--- src/rtl/traffic_pkg.sv ---
// Shared types and constants for the intersection controller: FSM states,
// light index width and the direction index type used by the decoder.
package traffic_pkg;

    localparam int LIGHT_W = 2;
    localparam int NUM_DIR = 4;

    typedef logic [LIGHT_W-1:0] dir_t;

    typedef enum logic [1:0] {
        IDLE  = 2'd0,
        GREEN = 2'd1,
        CLEAR = 2'd2
    } state_t;

endpackage

--- src/rtl/traffic_light_sequencer_if.sv ---
// Request/light bundle between the sequencer and its surroundings.
// The master side supplies enable and car requests and consumes the light.
interface traffic_light_sequencer_if;
    import traffic_pkg::*;

    logic               enable;
    logic [NUM_DIR-1:0] car_waiting;
    dir_t               traffic_light;
    logic               light_valid;
    logic               phase_done;

    modport master (
        output enable,
        output car_waiting,
        input  traffic_light,
        input  light_valid,
        input  phase_done
    );

    modport slave (
        input  enable,
        input  car_waiting,
        output traffic_light,
        output light_valid,
        output phase_done
    );

endinterface

--- src/rtl/rr_next_dir.sv ---
// Rotate-priority picker: first requester after cur (cur+1, cur+2, cur+3,
// then cur itself) wins; with no requests it falls back to cur+1.
module rr_next_dir
    import traffic_pkg::*;
(
    input  dir_t               cur,
    input  logic [NUM_DIR-1:0] req,
    output dir_t               next
);

    dir_t cand;

    // Walk offsets from farthest to nearest so the nearest requester overwrites.
    always_comb begin
        cand = cur;
        next = cur + dir_t'(1);
        for (int k = NUM_DIR; k >= 1; k--) begin
            cand = cur + dir_t'(k);
            if (req[cand]) begin
                next = cand;
            end
        end
    end

endmodule

--- src/rtl/traffic_light_sequencer.sv ---
// Timed GREEN/CLEAR phase controller. Holds the direction index steady for
// a whole GREEN, then an all-stop CLEAR, then picks the next direction
// round-robin over waiting cars. Enable is only honoured at phase edges so
// a stop never truncates a running phase.
module traffic_light_sequencer
    import traffic_pkg::*;
#(
    parameter int GREEN_CYCLES = 8,
    parameter int CLEAR_CYCLES = 2,
    parameter int CNT_W        = 8
) (
    input  logic                        clk,
    input  logic                        rst_n,
    traffic_light_sequencer_if.slave    bus
);

    if (GREEN_CYCLES < 1 || GREEN_CYCLES > (2 ** CNT_W)) begin : g_bad_green
        $error("GREEN_CYCLES out of range for CNT_W");
    end
    if (CLEAR_CYCLES < 1 || CLEAR_CYCLES > (2 ** CNT_W)) begin : g_bad_clear
        $error("CLEAR_CYCLES out of range for CNT_W");
    end

    localparam logic [CNT_W-1:0] GREEN_LOAD = CNT_W'(GREEN_CYCLES - 1);
    localparam logic [CNT_W-1:0] CLEAR_LOAD = CNT_W'(CLEAR_CYCLES - 1);

    state_t           state, state_d;
    logic [CNT_W-1:0] cnt, cnt_d;
    dir_t             light_q, light_d;
    logic             valid_q;
    logic             done_q, done_d;
    dir_t             next_dir;

    rr_next_dir u_rr_next_dir (
        .cur  (light_q),
        .req  (bus.car_waiting),
        .next (next_dir)
    );

    // State, phase counter and output registers.
    always_ff @(posedge clk or negedge rst_n) begin
        if (!rst_n) begin
            state   <= IDLE;
            cnt     <= '0;
            light_q <= '0;
            valid_q <= 1'b0;
            done_q  <= 1'b0;
        end else begin
            state   <= state_d;
            cnt     <= cnt_d;
            light_q <= light_d;
            valid_q <= (state_d == GREEN);
            done_q  <= done_d;
        end
    end

    // Next-state, counter load/decrement and direction selection.
    always_comb begin
        state_d = state;
        cnt_d   = cnt;
        light_d = light_q;
        done_d  = 1'b0;
        case (state)
            IDLE: begin
                if (bus.enable) begin
                    state_d = GREEN;
                    cnt_d   = GREEN_LOAD;
                end
            end
            GREEN: begin
                if (cnt == '0) begin
                    state_d = CLEAR;
                    cnt_d   = CLEAR_LOAD;
                    done_d  = 1'b1;
                end else begin
                    cnt_d = cnt - 1'b1;
                end
            end
            CLEAR: begin
                if (cnt == '0) begin
                    if (!bus.enable) begin
                        state_d = IDLE;
                        cnt_d   = '0;
                    end else begin
                        state_d = GREEN;
                        cnt_d   = GREEN_LOAD;
                        light_d = next_dir;
                    end
                end else begin
                    cnt_d = cnt - 1'b1;
                end
            end
            default: begin
                state_d = IDLE;
                cnt_d   = '0;
            end
        endcase
    end

    assign bus.traffic_light = light_q;
    assign bus.light_valid   = valid_q;
    assign bus.phase_done    = done_q;

endmodule
--- src/flat_wrapper.sv ---
// flat-port wrapper written by rule: the top's interface ports become plain ports
module traffic_light_sequencer_flat import traffic_pkg::*;
#(
    parameter int GREEN_CYCLES = 8,
    parameter int CLEAR_CYCLES = 2,
    parameter int CNT_W        = 8
)
  (clk, rst_n, bus_enable, bus_car_waiting, bus_traffic_light, bus_light_valid, bus_phase_done);
  traffic_light_sequencer_if bus_i ();
  input  logic clk;
  input  logic rst_n;
  input wire logic [$bits(bus_i.enable)-1:0] bus_enable;
  input wire logic [$bits(bus_i.car_waiting)-1:0] bus_car_waiting;
  output wire logic [$bits(bus_i.traffic_light)-1:0] bus_traffic_light;
  output wire logic [$bits(bus_i.light_valid)-1:0] bus_light_valid;
  output wire logic [$bits(bus_i.phase_done)-1:0] bus_phase_done;
  assign bus_i.enable = bus_enable;
  assign bus_i.car_waiting = bus_car_waiting;
  assign bus_traffic_light = bus_i.traffic_light;
  assign bus_light_valid = bus_i.light_valid;
  assign bus_phase_done = bus_i.phase_done;
  traffic_light_sequencer #(.GREEN_CYCLES(GREEN_CYCLES), .CLEAR_CYCLES(CLEAR_CYCLES), .CNT_W(CNT_W)) u_core (.clk(clk), .rst_n(rst_n), .bus(bus_i));
endmodule
--- config.mk ---
export PLATFORM = sky130hd
export DESIGN_NAME = traffic_light_sequencer_flat
export DESIGN_NICKNAME = d
export VERILOG_FILES = /design/src/rtl/traffic_pkg.sv /design/src/rtl/traffic_light_sequencer_if.sv /design/src/rtl/rr_next_dir.sv /design/src/rtl/traffic_light_sequencer.sv /design/src/flat_wrapper.sv
export SDC_FILE = /design/constraint.sdc
export NUM_CORES = 1
export LEC_CHECK = 0
export CAP_MARGIN = 10
export CORE_MARGIN = 1
export CORE_UTILIZATION = 40
export CTS_CLUSTER_DIAMETER = 200
export DETAILED_ROUTE_END_ITERATION = 12
export SETUP_SLACK_MARGIN = 0.1
export SYNTH_ARGS = -nofsm -noshare
export SYNTH_HDL_FRONTEND = slang
export SYNTH_SLANG_ARGS = --single-unit
--- constraint.sdc ---
create_clock -name clk -period 2.45 [get_ports clk]
set_clock_uncertainty 0.2 [all_clocks]
set_input_delay 0.6125 -clock clk [delete_from_list [all_inputs] [get_ports clk]]
set_output_delay 0.6125 -clock clk [all_outputs]
set_load 0.02 [all_outputs]
== Yosys cells after proc, flatten, opt, wreduce, memory -nomap -nowiden ==
Index checks and enable logic that the tools add are counted.

* Register bits: 14
* Logic and storage cells: 45
* Input port bits: 7

* Multiplexer cells: 24
* Equal/unequal tests: 5
* Add/sub/neg operators: 4
* $lt $le $gt $ge: 4
* Reduce and logical (&&, ||, !) cells: 3

{| class="wikitable"
|+ Operators with widths
! operator !! count
|-
| $mux 8 || 3
|-
| $pmux 8 s3 || 1
|-
| $mux 2 || 7
|-
| $lt 2x3->1 const B || 4
|-
| $bmux 1 s2 || 4
|-
| $logic_not 8->1 || 1
|-
| $sub 8x1->8 const B || 1
|-
| $mux 1 || 7
|-
| $pmux 2 s3 || 1
|-
| $add 2x2->2 const B || 2
|-
| $eq 2x1->1 const B || 2
|-
| $ne 4x1->1 const B || 1
|-
| $reduce_and 4->1 || 1
|-
| $mux 3 || 1
|-
| $add 2x1->2 const B || 1
|-
| $eq 2x2->1 const B || 1
|-
| $logic_not 2->1 || 1
|-
| $ne 2x2->1 const B || 1
|}

== Depth between registers and ports, before layout ==
* Word-level depth: 6
* Gate-level depth with buffers: 7
* Mapped depth without buffers: 7

== Modules after synthesis ==
Synthesis repeated with hierarchy kept, for this count alone.

* Cell total of the unflattened synthesis: 96
* Area total of the unflattened synthesis: 927.1 sq um

{| class="wikitable"
|+ Modules (own cells, without submodules)
! module !! cells an instance !! area an instance (sq um) !! instances
|-
| traffic_light_sequencer || 79 || 820.8 || 1
|-
| rr_next_dir || 17 || 106.4 || 1
|}

== Least setup slack after synthesis ==
Ideal clock, no wire load.

* Path type: reg2reg
* From: reg u_core.cnt[0]
* To: reg u_core.cnt[0]
* Arrival: 1.656 ns
* Path buffers: 0
* Data required time: 2.104 ns
* Path slack: 0.448 ns
* Clock period less this slack: 2.002 ns
* Stages on the path, launching flop included: 8
* Path through: dfrtp_1 -> inv_1 -> ha_1 -> or4b_4 -> or2_4 -> nand2_2 -> a22o_1 -> a221oi_1

* Cells in the longest elaborated chain, start to end: 3

{| class="wikitable"
|+ RTL lines
! item !! RTL line !! RTL
|-
| start, declared || traffic_light_sequencer.sv:28 || <nowiki>logic [CNT_W-1:0] cnt, cnt_d;</nowiki>
|-
| start signal, assigned || traffic_light_sequencer.sv:50 || <nowiki>cnt <= cnt_d;</nowiki>
|-
| $sub 8x1->8 or $logic_not 8->1 (tied branches) || - ||
|-
| $mux 8, on equally long branches || traffic_light_sequencer.sv:80, traffic_light_sequencer.sv:71 ||
|-
| $pmux 8 s3 (*) || traffic_light_sequencer.sv:63 || <nowiki>case (state)</nowiki>
|}

Every way passes the cells marked *; elsewhere a longest branch is shown, timed or not.
A chain may end at the register's enable or synchronous reset.

== Worst setup path in the final report ==
* From: reg u_core.light_q[0], in the netlist u_core.bus.traffic_light[0]
* To: out bus_traffic_light[0]

{| class="wikitable"
|+ RTL lines
! item !! RTL line !! RTL
|-
| start, declared || traffic_light_sequencer.sv:29 || <nowiki>dir_t light_q, light_d;</nowiki>
|-
| start signal, assigned || traffic_light_sequencer.sv:51 || <nowiki>light_q <= light_d;</nowiki>
|-
| end, declared || flat_wrapper.sv:14 || <nowiki>output wire logic [$bits(bus_i.traffic_light)-1:0] bus_traffic_light;</nowiki>
|}

No word-level cell between the ends.

==> flow_summary.toml <==
[worst_setup_path]
start_kind = "flop"
crit_chain = "clkdlybuf4s50_1"
max_stage_delay_ns = 0.66
crit_path_max_fanout = 9
crit_path_end_kind = "output port"
path_delay_family = "buffers and inverters"
cp_slowest_cell = "clkdlybuf4s50_1"
critical_path_class = "reg2out"
critPathArrivalTime_ns = 1.45
path_buf_inv = 1
required_ns = 1.64

[global_routing]
grt_use_total_pct = 19.3
grt_pass1_wl_mm = 3.62
antenna_found_initial = 0
grt_start_max_net_pins = 15
grt_pass1_vias = 807
grt_remaining_overflow = 0

[layout]
final_nets = 130
fillerInstances = 218
fin_area_um2 = 1090
area_delta_synth_final_pct = 18.6
n_antenna_cell = 0
layout-drive-gt1-share_pct = 13.3

[logic_synthesis]
syn_area_um2 = 923
syn_nets = 117
yosysTopAreaCellShare_pct = 37.9
synthTopCellsByArea = "dfrtp_1, nor2_1, o21ai_0"
syn_inst = 108
synth_edf_count = 0
synthMostInstantiatedCell = "nor2_1"
ys.flop_type = "dfrtp_1"
syn_avg_cell_area_um2 = 8.55
ys_seq_area_share_pct = 37.9
synth_async_sr_flop_share_pct = 100
synth-seq-cells = 14
synth.distinct_cells = 39
synth_warnings = 0
synth_common_cells = "nor2_1, dfrtp_1, o21ai_0"
yosysTopAreaCell = "dfrtp_1"

[power]
ir_drop_mv = 0.592
p_leak_nw = 0.450
p_per_area_nw_per_um2 = 987

[flow_run]
cap_violations = 0

[sta]
worst_slew_pin_slew_ns = 0.599
hold_viol_final = 0
fin_crit_sh_pct = 92.4
slew_violations = 0
clock.fmax_mhz = 442
rsz0062_at_grt = "no"
max_slew_margin_pct = 59.8
fin_setup_tns_ns = 0
setup_viol = 0
fin_crit_ns = 2.26

[drt]
drt_iter0_drc = 9
vias_per_cell = 5.43
drcViolationCount = 0
drtAntennaViolNets = 0
wl_per_cell_um = 13.2
drt-total-wl_mm = 1.96
drt_pre_antenna_iters = 4
vias = 804

[clock_network]
cts_htree_levels = 1
clock_sinks = 14
clock_path_buffers = 2
clk_pin_slew_ns = 0.08
root_buffer = "clkbuf_4"
post_cts_buffers = 0
clk_latency_ns = 0.28
cts_buffers = 3
cts_tree = "yes"

[placed_design]
hpwl_mm = 1.44
gp_routability_congestion = 0.887
port_buffers = 10
post_dp_cell_area_um2 = 1060

[outcome]
outcome = "finished clean"

[die]
die_area_um2 = 2500
num_rows = 17
initial_core_util_pct = 42.1
boundaryPins = 11
core_um2 = 2190
dieHeight_um = 50.0
die_w_um = 50.0

[min_path]
hp-class = "reg2reg"
-- kinds of logic (layout without fill, tap and decap cells) --
group                    after synthesis  count (layout)  share of synthesized area [%]
AND/OR/NAND/NOR                       43              43                           26.7
AO/OA/AOI/OAI                         35              35                           24.8
flip-flops                            14              14                           37.9
buffers and inverters                 11              23                           5.01
XOR/XNOR                               3               3                           2.85
adder cells (fa/ha/maj)                2               2                           2.71
-- repair_timing --
| item | 4_1_cts | 5_1_grt |
|---|---|---|
| gates resized for setup | 0 | 1 |
| endpoints found under the setup margin | 0 | 1 |
| hold buffers | 0 | 0 |
-- metal layers --
metal  track usage (%)  share of wire, %  vias to the layer above  wire [µm]
met5                 0                 0                        -          0
met4              3.33              0.61                        0         12
met3              5.86               4.3                        2         84
met2              31.3                45                       16        875
met1              25.2                50                      372        987
li1                  -                 -                      414          -
-- stage by stage --
stage / utilization [%] / total power [mW] / hold slack [ns] / setup WS [ns] / instances
floorplan: - / 0.796 / 0.117 / 0.448 / 108
global placement: 48.3 / 0.903 / 0.274 / 0.143 / 144
detailed placement: 48.3 / 0.919 / 0.283 / 0.120 / 144
CTS: 49.9 / 1.09 / 0.299 / 0.134 / 148
global route: 50.0 / 1.19 / 0.316 / 0.123 / 148
finish: 50.0 / 1.08 / 0.298 / 0.186 / 148
-- layout make-up --
| cell class | count | area, µm² | area share, % |
|---|---|---|---|
| Clock buffer | 4 | 36.3 | 3.31 |
| Tap cell | 28 | 35.0 | 3.20 |
| Timing Repair Buffer | 13 | 123 | 11.2 |
| Inverter | 6 | 22.5 | 2.06 |
| Multi-Input combinational cell | 83 | 527 | 48.1 |
| Sequential cell | 14 | 352 | 32.1 |
-- power by group --
part | switching, mW | internal, mW
clock network | 0.0728 | 0.0904
registers | 0.0906 | 0.307
logic | 0.293 | 0.226
total | 0.456 | 0.624
-- registers in the layout, indices dropped and copies added, names as in the netlist --
register	cells
u_core.state	2
u_core.bus.traffic_light	2
u_core.cnt	8
u_core.bus.light_valid	1
u_core.bus.phase_done	1
-- cell usage in the layout, fill, tap and decap left out, types with 2 or more instances in the layout --
cell type | synthesis | routed
a211oi_1 | 3 | 3
o21ai_0 | 10 | 10
o211a_1 | 2 | 2
nor3b_1 | 3 | 3
a311oi_1 | 2 | 2
a21oi_1 | 6 | 6
dfrtp_1 | 14 | 13
nor2_1 | 17 | 17
nor3_1 | 3 | 3
buf_4 | 0 | 3
o22ai_1 | 2 | 2
ha_1 | 2 | 2
nand3_1 | 2 | 2
nand2_1 | 6 | 6
clkdlybuf4s50_1 | 0 | 10
clkbuf_4 | 1 | 3
o21ai_1 | 2 | 2
inv_1 | 6 | 6
xor2_1 | 3 | 3
-- worst paths after layout --
path	cells past startpoint	slack [ns]	start	end
worst max-delay path	1	0.19	u_core.bus.traffic_light[0]	bus_traffic_light[0]
worst max register to register	7	0.29	u_core.cnt[0]	u_core.cnt[0]
min in group asynchronous	2	0.44	rst_n	u_core.cnt[5]
max in group asynchronous	2	1.43	rst_n	u_core.bus.traffic_light[1]
worst min-delay path	1	0.30	u_core.cnt[7]	u_core.cnt[7]
worst min register to register	1	0.30	u_core.cnt[7]	u_core.cnt[7]
Note: power is estimated with default switching activity, not from simulation.
